--- src/rtl/program_loader_pkg.sv ---
// Shared definitions for the program loader: FSM state encodings, HALT opcode, word framing.
// Imported by the loader top and its byte assembler.
package program_loader_pkg;

  typedef enum logic [2:0] {
    ST_IDLE  = 3'd0,
    ST_RECV  = 3'd1,
    ST_WRITE = 3'd2,
    ST_HOLD  = 3'd3,
    ST_DONE  = 3'd4
  } state_t;

  localparam logic [5:0] HALT_OPCODE    = 6'b111111;
  localparam int         BYTES_PER_WORD = 4;
  localparam int         BYTE_CNT_W     = $clog2(BYTES_PER_WORD);

  function automatic logic is_halt(input logic [5:0] opcode);
    return opcode == HALT_OPCODE;
  endfunction

endpackage

--- src/rtl/program_loader_if.sv ---
// Byte-stream input and instruction-memory write bus of the program loader.
// master = byte source / memory side, slave = the loader itself.
interface program_loader_if #(
  parameter int len_addr = 11,
  parameter int len_data = 32
);
  logic                start;
  logic                rx_done;
  logic [7:0]          rx_data;
  logic                Wr;
  logic [len_addr-1:0] Addr;
  logic [len_data-1:0] In_Data;
  logic                busy;
  logic                load_done;
  logic [len_addr:0]   word_count;

  modport master (
    output start, rx_done, rx_data,
    input  Wr, Addr, In_Data, busy, load_done, word_count
  );

  modport slave (
    input  start, rx_done, rx_data,
    output Wr, Addr, In_Data, busy, load_done, word_count
  );
endinterface

--- src/rtl/program_loader_byte_assembler.sv ---
// Big-endian byte-to-word assembler: word_stb/word_dat are combinational on the last byte,
// word_vld is a registered one-cycle pulse the cycle after the word completes.
module byte_assembler
  import program_loader_pkg::*;
#(
  parameter int len_data = 32
) (
  input  logic                clk,
  input  logic                rst_n,
  input  logic                clr,
  input  logic                byte_vld,
  input  logic [7:0]          byte_dat,
  output logic                word_stb,
  output logic [len_data-1:0] word_dat,
  output logic                word_vld
);

  localparam logic [BYTE_CNT_W-1:0] LAST_BYTE = BYTE_CNT_W'(BYTES_PER_WORD - 1);
  localparam logic [BYTE_CNT_W-1:0] CNT_ONE   = 1;

  logic [len_data-9:0]   shift_q;
  logic [BYTE_CNT_W-1:0] byte_cnt;

  assign word_stb = byte_vld && (byte_cnt == LAST_BYTE);
  assign word_dat = {shift_q, byte_dat};

  always_ff @(posedge clk or negedge rst_n) begin
    if (!rst_n) begin
      shift_q  <= '0;
      byte_cnt <= '0;
      word_vld <= 1'b0;
    end else if (clr) begin
      shift_q  <= '0;
      byte_cnt <= '0;
      word_vld <= 1'b0;
    end else begin
      word_vld <= word_stb;
      if (byte_vld) begin
        // Older bytes move toward the MSBs, so the first byte lands in the top byte.
        shift_q  <= word_dat[len_data-9:0];
        byte_cnt <= word_stb ? '0 : byte_cnt + CNT_ONE;
      end
    end
  end

endmodule

--- src/rtl/program_loader.sv ---
// Program loader: writes big-endian words from a byte stream into instruction memory until HALT or full.
// Optional macro LOADER_TIMEOUT_EN: a partial word idle for timeout_cycles in RECV is discarded.
module program_loader
  import program_loader_pkg::*;
#(
  parameter int len_addr  = 11,
  parameter int len_data  = 32,
  parameter int ram_depth = 2048
`ifdef LOADER_TIMEOUT_EN
  ,
  parameter int timeout_cycles = 100000
`endif
) (
  input  logic            clk,
  input  logic            rst_n,
  program_loader_if.slave bus
);

  localparam logic [len_addr-1:0] LAST_ADDR = len_addr'(ram_depth - 1);
  localparam logic [len_addr-1:0] ADDR_ONE  = 1;
  localparam logic [len_addr:0]   WC_ONE    = 1;

  state_t              state;
  logic                wr_q;
  logic [len_addr-1:0] addr_q;
  logic [len_data-1:0] data_q;
  logic                busy_q;
  logic                done_q;
  logic [len_addr:0]   wc_q;

  logic                rx_ok;
  logic                load_go;
  logic                timeout;
  logic                asm_clr;
  logic                word_stb;
  logic                word_vld;
  logic [len_data-1:0] word_dat;

  assign rx_ok   = bus.rx_done && (state == ST_RECV);
  assign load_go = bus.start && ((state == ST_IDLE) || (state == ST_DONE));
  assign asm_clr = load_go || timeout;

  byte_assembler #(
    .len_data (len_data)
  ) u_asm (
    .clk      (clk),
    .rst_n    (rst_n),
    .clr      (asm_clr),
    .byte_vld (rx_ok),
    .byte_dat (bus.rx_data),
    .word_stb (word_stb),
    .word_dat (word_dat),
    .word_vld (word_vld)
  );

`ifdef LOADER_TIMEOUT_EN
  localparam int             TO_W    = $clog2(timeout_cycles + 1);
  localparam logic [TO_W-1:0] TO_LAST = TO_W'(timeout_cycles - 1);
  localparam logic [TO_W-1:0] TO_ONE  = 1;

  logic [TO_W-1:0] idle_cnt;

  assign timeout = (state == ST_RECV) && !rx_ok && (idle_cnt == TO_LAST);

  always_ff @(posedge clk or negedge rst_n) begin
    if (!rst_n) begin
      idle_cnt <= '0;
    end else if ((state != ST_RECV) || rx_ok || timeout) begin
      idle_cnt <= '0;
    end else begin
      idle_cnt <= idle_cnt + TO_ONE;
    end
  end
`else
  assign timeout = 1'b0;
`endif

  always_ff @(posedge clk or negedge rst_n) begin
    if (!rst_n) begin
      state  <= ST_IDLE;
      wr_q   <= 1'b0;
      addr_q <= '0;
      data_q <= '0;
      busy_q <= 1'b0;
      done_q <= 1'b0;
      wc_q   <= '0;
    end else begin
      case (state)
        ST_IDLE, ST_DONE: begin
          if (bus.start) begin
            state  <= ST_RECV;
            addr_q <= '0;
            wc_q   <= '0;
            busy_q <= 1'b1;
            done_q <= 1'b0;
          end
        end
        ST_RECV: begin
          // Data is captured one edge ahead of Wr so the memory sees it settled.
          if (word_stb) begin
            data_q <= word_dat;
          end
          if (word_vld) begin
            state <= ST_WRITE;
            wr_q  <= 1'b1;
          end
        end
        ST_WRITE: begin
          state <= ST_HOLD;
          wr_q  <= 1'b0;
        end
        ST_HOLD: begin
          wc_q <= wc_q + WC_ONE;
          if (is_halt(data_q[len_data-1 -: 6]) || (addr_q == LAST_ADDR)) begin
            state  <= ST_DONE;
            busy_q <= 1'b0;
            done_q <= 1'b1;
          end else begin
            addr_q <= addr_q + ADDR_ONE;
            state  <= ST_RECV;
          end
        end
        default: begin
          state <= ST_IDLE;
          wr_q  <= 1'b0;
        end
      endcase
    end
  end

  assign bus.Wr         = wr_q;
  assign bus.Addr       = addr_q;
  assign bus.In_Data    = data_q;
  assign bus.busy       = busy_q;
  assign bus.load_done  = done_q;
  assign bus.word_count = wc_q;

endmodule

--- src/flat_wrapper.sv ---
// flat-port wrapper written by rule: the top's interface ports become plain ports
module program_loader_flat import program_loader_pkg::*;
#(
  parameter int len_addr  = 11,
  parameter int len_data  = 32,
  parameter int ram_depth = 2048

)
  (clk, rst_n, bus_start, bus_rx_done, bus_rx_data, bus_Wr, bus_Addr, bus_In_Data, bus_busy, bus_load_done, bus_word_count);
  program_loader_if #(.len_addr(len_addr), .len_data(len_data)) bus_i ();
  input  logic clk;
  input  logic rst_n;
  input wire logic [$bits(bus_i.start)-1:0] bus_start;
  input wire logic [$bits(bus_i.rx_done)-1:0] bus_rx_done;
  input wire logic [$bits(bus_i.rx_data)-1:0] bus_rx_data;
  output wire logic [$bits(bus_i.Wr)-1:0] bus_Wr;
  output wire logic [$bits(bus_i.Addr)-1:0] bus_Addr;
  output wire logic [$bits(bus_i.In_Data)-1:0] bus_In_Data;
  output wire logic [$bits(bus_i.busy)-1:0] bus_busy;
  output wire logic [$bits(bus_i.load_done)-1:0] bus_load_done;
  output wire logic [$bits(bus_i.word_count)-1:0] bus_word_count;
  assign bus_i.start = bus_start;
  assign bus_i.rx_done = bus_rx_done;
  assign bus_i.rx_data = bus_rx_data;
  assign bus_Wr = bus_i.Wr;
  assign bus_Addr = bus_i.Addr;
  assign bus_In_Data = bus_i.In_Data;
  assign bus_busy = bus_i.busy;
  assign bus_load_done = bus_i.load_done;
  assign bus_word_count = bus_i.word_count;
  program_loader #(.len_addr(len_addr), .len_data(len_data), .ram_depth(ram_depth)) u_core (.clk(clk), .rst_n(rst_n), .bus(bus_i));
endmodule
--- config.mk ---
export PLATFORM = sky130hd
export DESIGN_NAME = program_loader_flat
export DESIGN_NICKNAME = d
export VERILOG_FILES = /design/src/rtl/program_loader_pkg.sv /design/src/rtl/program_loader_if.sv /design/src/rtl/program_loader_byte_assembler.sv /design/src/rtl/program_loader.sv /design/src/flat_wrapper.sv
export SDC_FILE = /design/constraint.sdc
export NUM_CORES = 1
export LEC_CHECK = 0
export BUFFER_PORTS_ARGS = -buffer_cell sky130_fd_sc_hd__buf_4
export CAP_MARGIN = 20
export CORE_MARGIN = 1.5
export CORE_UTILIZATION = 55
export DETAILED_ROUTE_END_ITERATION = 12
export PLACE_DENSITY_LB_ADDON = 0.25
export SLEW_MARGIN = 20
export SYNTH_ARGS = -nofsm -noshare
export SYNTH_HDL_FRONTEND = slang
export SYNTH_SLANG_ARGS = --single-unit
--- constraint.sdc ---
create_clock -name clk -period 2.5 [get_ports clk]
set_clock_uncertainty 0.15 [all_clocks]
set_input_delay 0 -clock clk [delete_from_list [all_inputs] [get_ports clk]]
set_output_delay 0 -clock clk [all_outputs]
set_load 0.05 [all_outputs]
==> results.py <==
metrics = {
    "yosys": {
        "yosys-top-cells-area": "dfrtp_1 (60%), mux2_2 (9.2%), a22o_1 (6.5%)",
        "yosys.area.top_type": "dfrtp_1",
        "syn_nets": 302,
        "syn_area_per_cell_um2": 12.75,
        "synth_flop_cell": "dfrtp_1",
        "async_flop_share": 1.000,
        "synthCells": 287,
        "syn-cell-area_um2": 3659,
        "synth-seq-cells": 88,
        "synth_top_area_frac": 0.6019,
        "synth_edf_count": 0,
        "netlist_top_cells_count": "dfrtp_1 (88), mux2_2 (30), a22o_1 (27)",
        "seq_area_frac_synth": 0.6019,
        "yosysMostFrequentCell": "dfrtp_1",
        "synth.distinct_cells": 44,
        "yosys_warnings": 0,
    },
    "floorplanning": {
        "start_util": 0.5729,
        "rows": 29,
        "io_pins": 70,
        "die_area_um2": 7150,
        "coreArea_um2": 6386,
        "fp.dieH_um": 84.56,
        "die-width_um": 84.56,
    },
    "global_routing": {
        "use_met2": 0.3420,
        "grt_pass1_wl_um": 12390,
        "met3_usage": 0.04818,
        "grt.busiest_layer": "met2",
        "grt_max_degree": 50,
        "antenna_found_initial": 0,
        "grt_util_all_layers": 0.2190,
        "met1_usage": 0.3031,
        "overflow": 0,
        "grt_pass1_vias": 2584,
    },
    "final_layout": {
        "layout-drive-gt1-share": 0.3378,
        "antenna_cells": 0,
        "final_cells": 447,
        "fillCellCount": 466,
        "fin_nets": 380,
        "area_delta_synth_final_pct": 24.11,
    },
    "clock_tree": {
        "clk_latency_ns": 0.36,
        "clockBufferDepth": 2,
        "clkTransAtPathRegs_ns": 0.09,
        "cts_tree": "yes",
        "cts_buffers": 9,
        "clkSinkCount": 88,
        "root_buffer": "clkbuf_8",
        "h-tree-depth": 3,
        "postCtsSetupRepairBufs": 0,
    },
    "timing": {
        "slew_headroom": 0.3669,
        "fmax_ghz": 0.4693,
        "rsz0062_at_grt": "no",
        "fin_crit_ns": 2.131,
        "min_period_over_period": 0.8523,
        "hold_viol_final": 0,
        "hold_ws_ns": 0.05687,
        "timing.setup.tns_ns": 0,
        "setup_violations": 0,
        "finalMaxSlewViolations": 0,
        "worstMarginPinSlew_ns": 0.9486,
    },
    "pwr": {
        "power.leakage_nw": 2.218,
        "seq_power_share": 0.404,
        "p_sw_frac": 0.4260,
        "internal_power_mw": 3.260,
        "switching_power_mw": 2.419,
        "ir_drop_v": 0.0008855,
        "combPwrFrac": 0.414,
        "pwr-share-clk": 0.182,
        "pwr_density_cell_nw_per_um2": 1251,
    },
    "setup_path": {
        "path_max_fanout": 11,
        "crit_type": "flip-flop to flip-flop",
        "crit_end": "u_core.bus.word_count[7]",
        "end_kind": "flip-flop",
        "worstReg2RegStart": "u_core.state[2]",
        "cp-startpoint": "u_core.state[2]",
        "reg2reg_slack_ns": 0.37,
        "worstPathArrival_ns": 2.26,
        "crit_path_start_kind": "flip-flop",
        "critPathRequiredTime_ns": 2.63,
        "rr_endpoint": "u_core.bus.word_count[7]",
        "rr_worst_depth": 4,
    },
    "routing": {
        "drc": 0,
        "wl_um": 7304,
        "vias_per_cell": 5.839,
        "ant_nets": 0,
        "vias": 2610,
        "first_pass_iters": 4,
        "drtIter0Drc": 161,
        "wl_per_cell_um": 16.34,
    },
    "min_path": {
        "holdCritPathClass": "input port to async pin",
    },
    "place": {
        "gp_congestion": 0.7998,
        "hpwl_um": 4909,
        "dp_cells": 421,
        "port_buffers": 69,
    },
    "flow_run": {
        "maxCapViolations": 0,
    },
    "run_status": {
        "status": "finished, final reports clean",
    },
}
==> routing by layer <==
layer  share of wire  wire [um]
met2            0.46       3382
met3           0.052        382
met1            0.47       3437
met4           0.014        102
met5               0          0
==> registers in the layout (all words and copies together), names as in the netlist <==
signal,count
u_core.bus.load_done,1
u_core.u_asm.byte_cnt,2
u_core.u_asm.word_vld,1
u_core.bus.Addr,11
u_core.bus.Wr,1
u_core.bus.In_Data,32
u_core.state,3
u_core.u_asm.shift_q,24
u_core.bus.word_count,12
u_core.bus.busy,1
==> worst max-delay path, stage by stage, from the launching register on <==
cell and delay, ns:
dfrtp_1 0.44, nand3b_1 0.42, nor3_1 0.61, and3_1 0.25, mux2i_1 0.18
==> what timing repair did <==
action,CTS,global route
hold endpoints to repair,86,0
resized for setup,0,0
hold buffers,10,0
==> cells in the final DEF (no fill, tap or decap), types with 5 or more instances in the layout <==
cell / count
mux2i_1: 10
dlygate4sd3_1: 10
a21oi_1: 5
buf_4: 71
mux2_2: 30
inv_1: 5
nand2_1: 16
dfrtp_1: 88
a22o_1: 27
clkbuf_8: 11
nor2_1: 13
nand4_1: 6
o21ai_0: 15
nand3_1: 9
==> cell type report <==
class,count,area (um^2),area share
timing repair buffer,82,653.1,0.1438
multi-input combinational,179,1355,0.2984
tap,77,96.34,0.02122
clock buffer,11,151.4,0.03334
inverter,5,18.77,0.004133
clock inverter,5,63.81,0.01405
sequential,88,2202,0.4850
==> logic make-up (layout without fill, tap and decap cells) <==
family / count (synthesis) / count (layout) / share of synthesized area
AO/OA/AOI/OAI: 65 / 65 / 0.1313
XOR/XNOR: 1 / 1 / 0.002394
adder cells (fa/ha/maj): 3 / 3 / 0.01026
buffers and inverters: 20 / 103 / 0.02770
flip-flops: 88 / 88 / 0.6019
multiplexers: 42 / 42 / 0.1259
AND/OR/NAND/NOR: 68 / 68 / 0.1006
==> stage by stage <==
| stage | util | setup slack (ns) | cell area [um^2] | power (mW) |
|---|---|---|---|---|
| final | 0.7110 | 0.3692 | 4541 | 5.680 |
| after global placement | 0.6616 | 0.4819 | 4225 | 4.598 |
| after floorplan | - | 0.4238 | 3659 | 3.947 |
| after detailed placement | 0.6616 | 0.4030 | 4225 | 4.669 |
| after global routing | 0.7110 | 0.2294 | 4541 | 5.954 |
| after CTS | 0.7110 | 0.4034 | 4541 | 5.715 |
==> power by group through the flow <==
stage | Clock, mW | Sequential, mW | Combinational, mW
finish | 1.04 | 2.30 | 2.35
global route | 1.11 | 2.36 | 2.49
CTS | 1.05 | 2.29 | 2.37
detailed placement | 0 | 2.31 | 2.36
global placement | 0 | 2.29 | 2.31
floorplan | 0 | 3.19 | 0.755
==> how the worst min path moves through the flow <==
| stage | startpoint | endpoint | slack [ns] | cells past startpoint |
|---|---|---|---|---|
| floorplan | rst_n | u_core.bus.Addr[0] | -0.45 | 0 |
| global placement | rst_n | u_core.bus.word_count[9] | -0.09 | 1 |
| detailed placement | rst_n | u_core.bus.word_count[9] | -0.08 | 1 |
| CTS | rst_n | u_core.bus.Addr[3] | 0.08 | 2 |
| global route | rst_n | u_core.bus.Addr[4] | 0.13 | 2 |
| finish | rst_n | u_core.bus.Addr[3] | 0.06 | 2 |
Power figures use the tool's default switching activity.
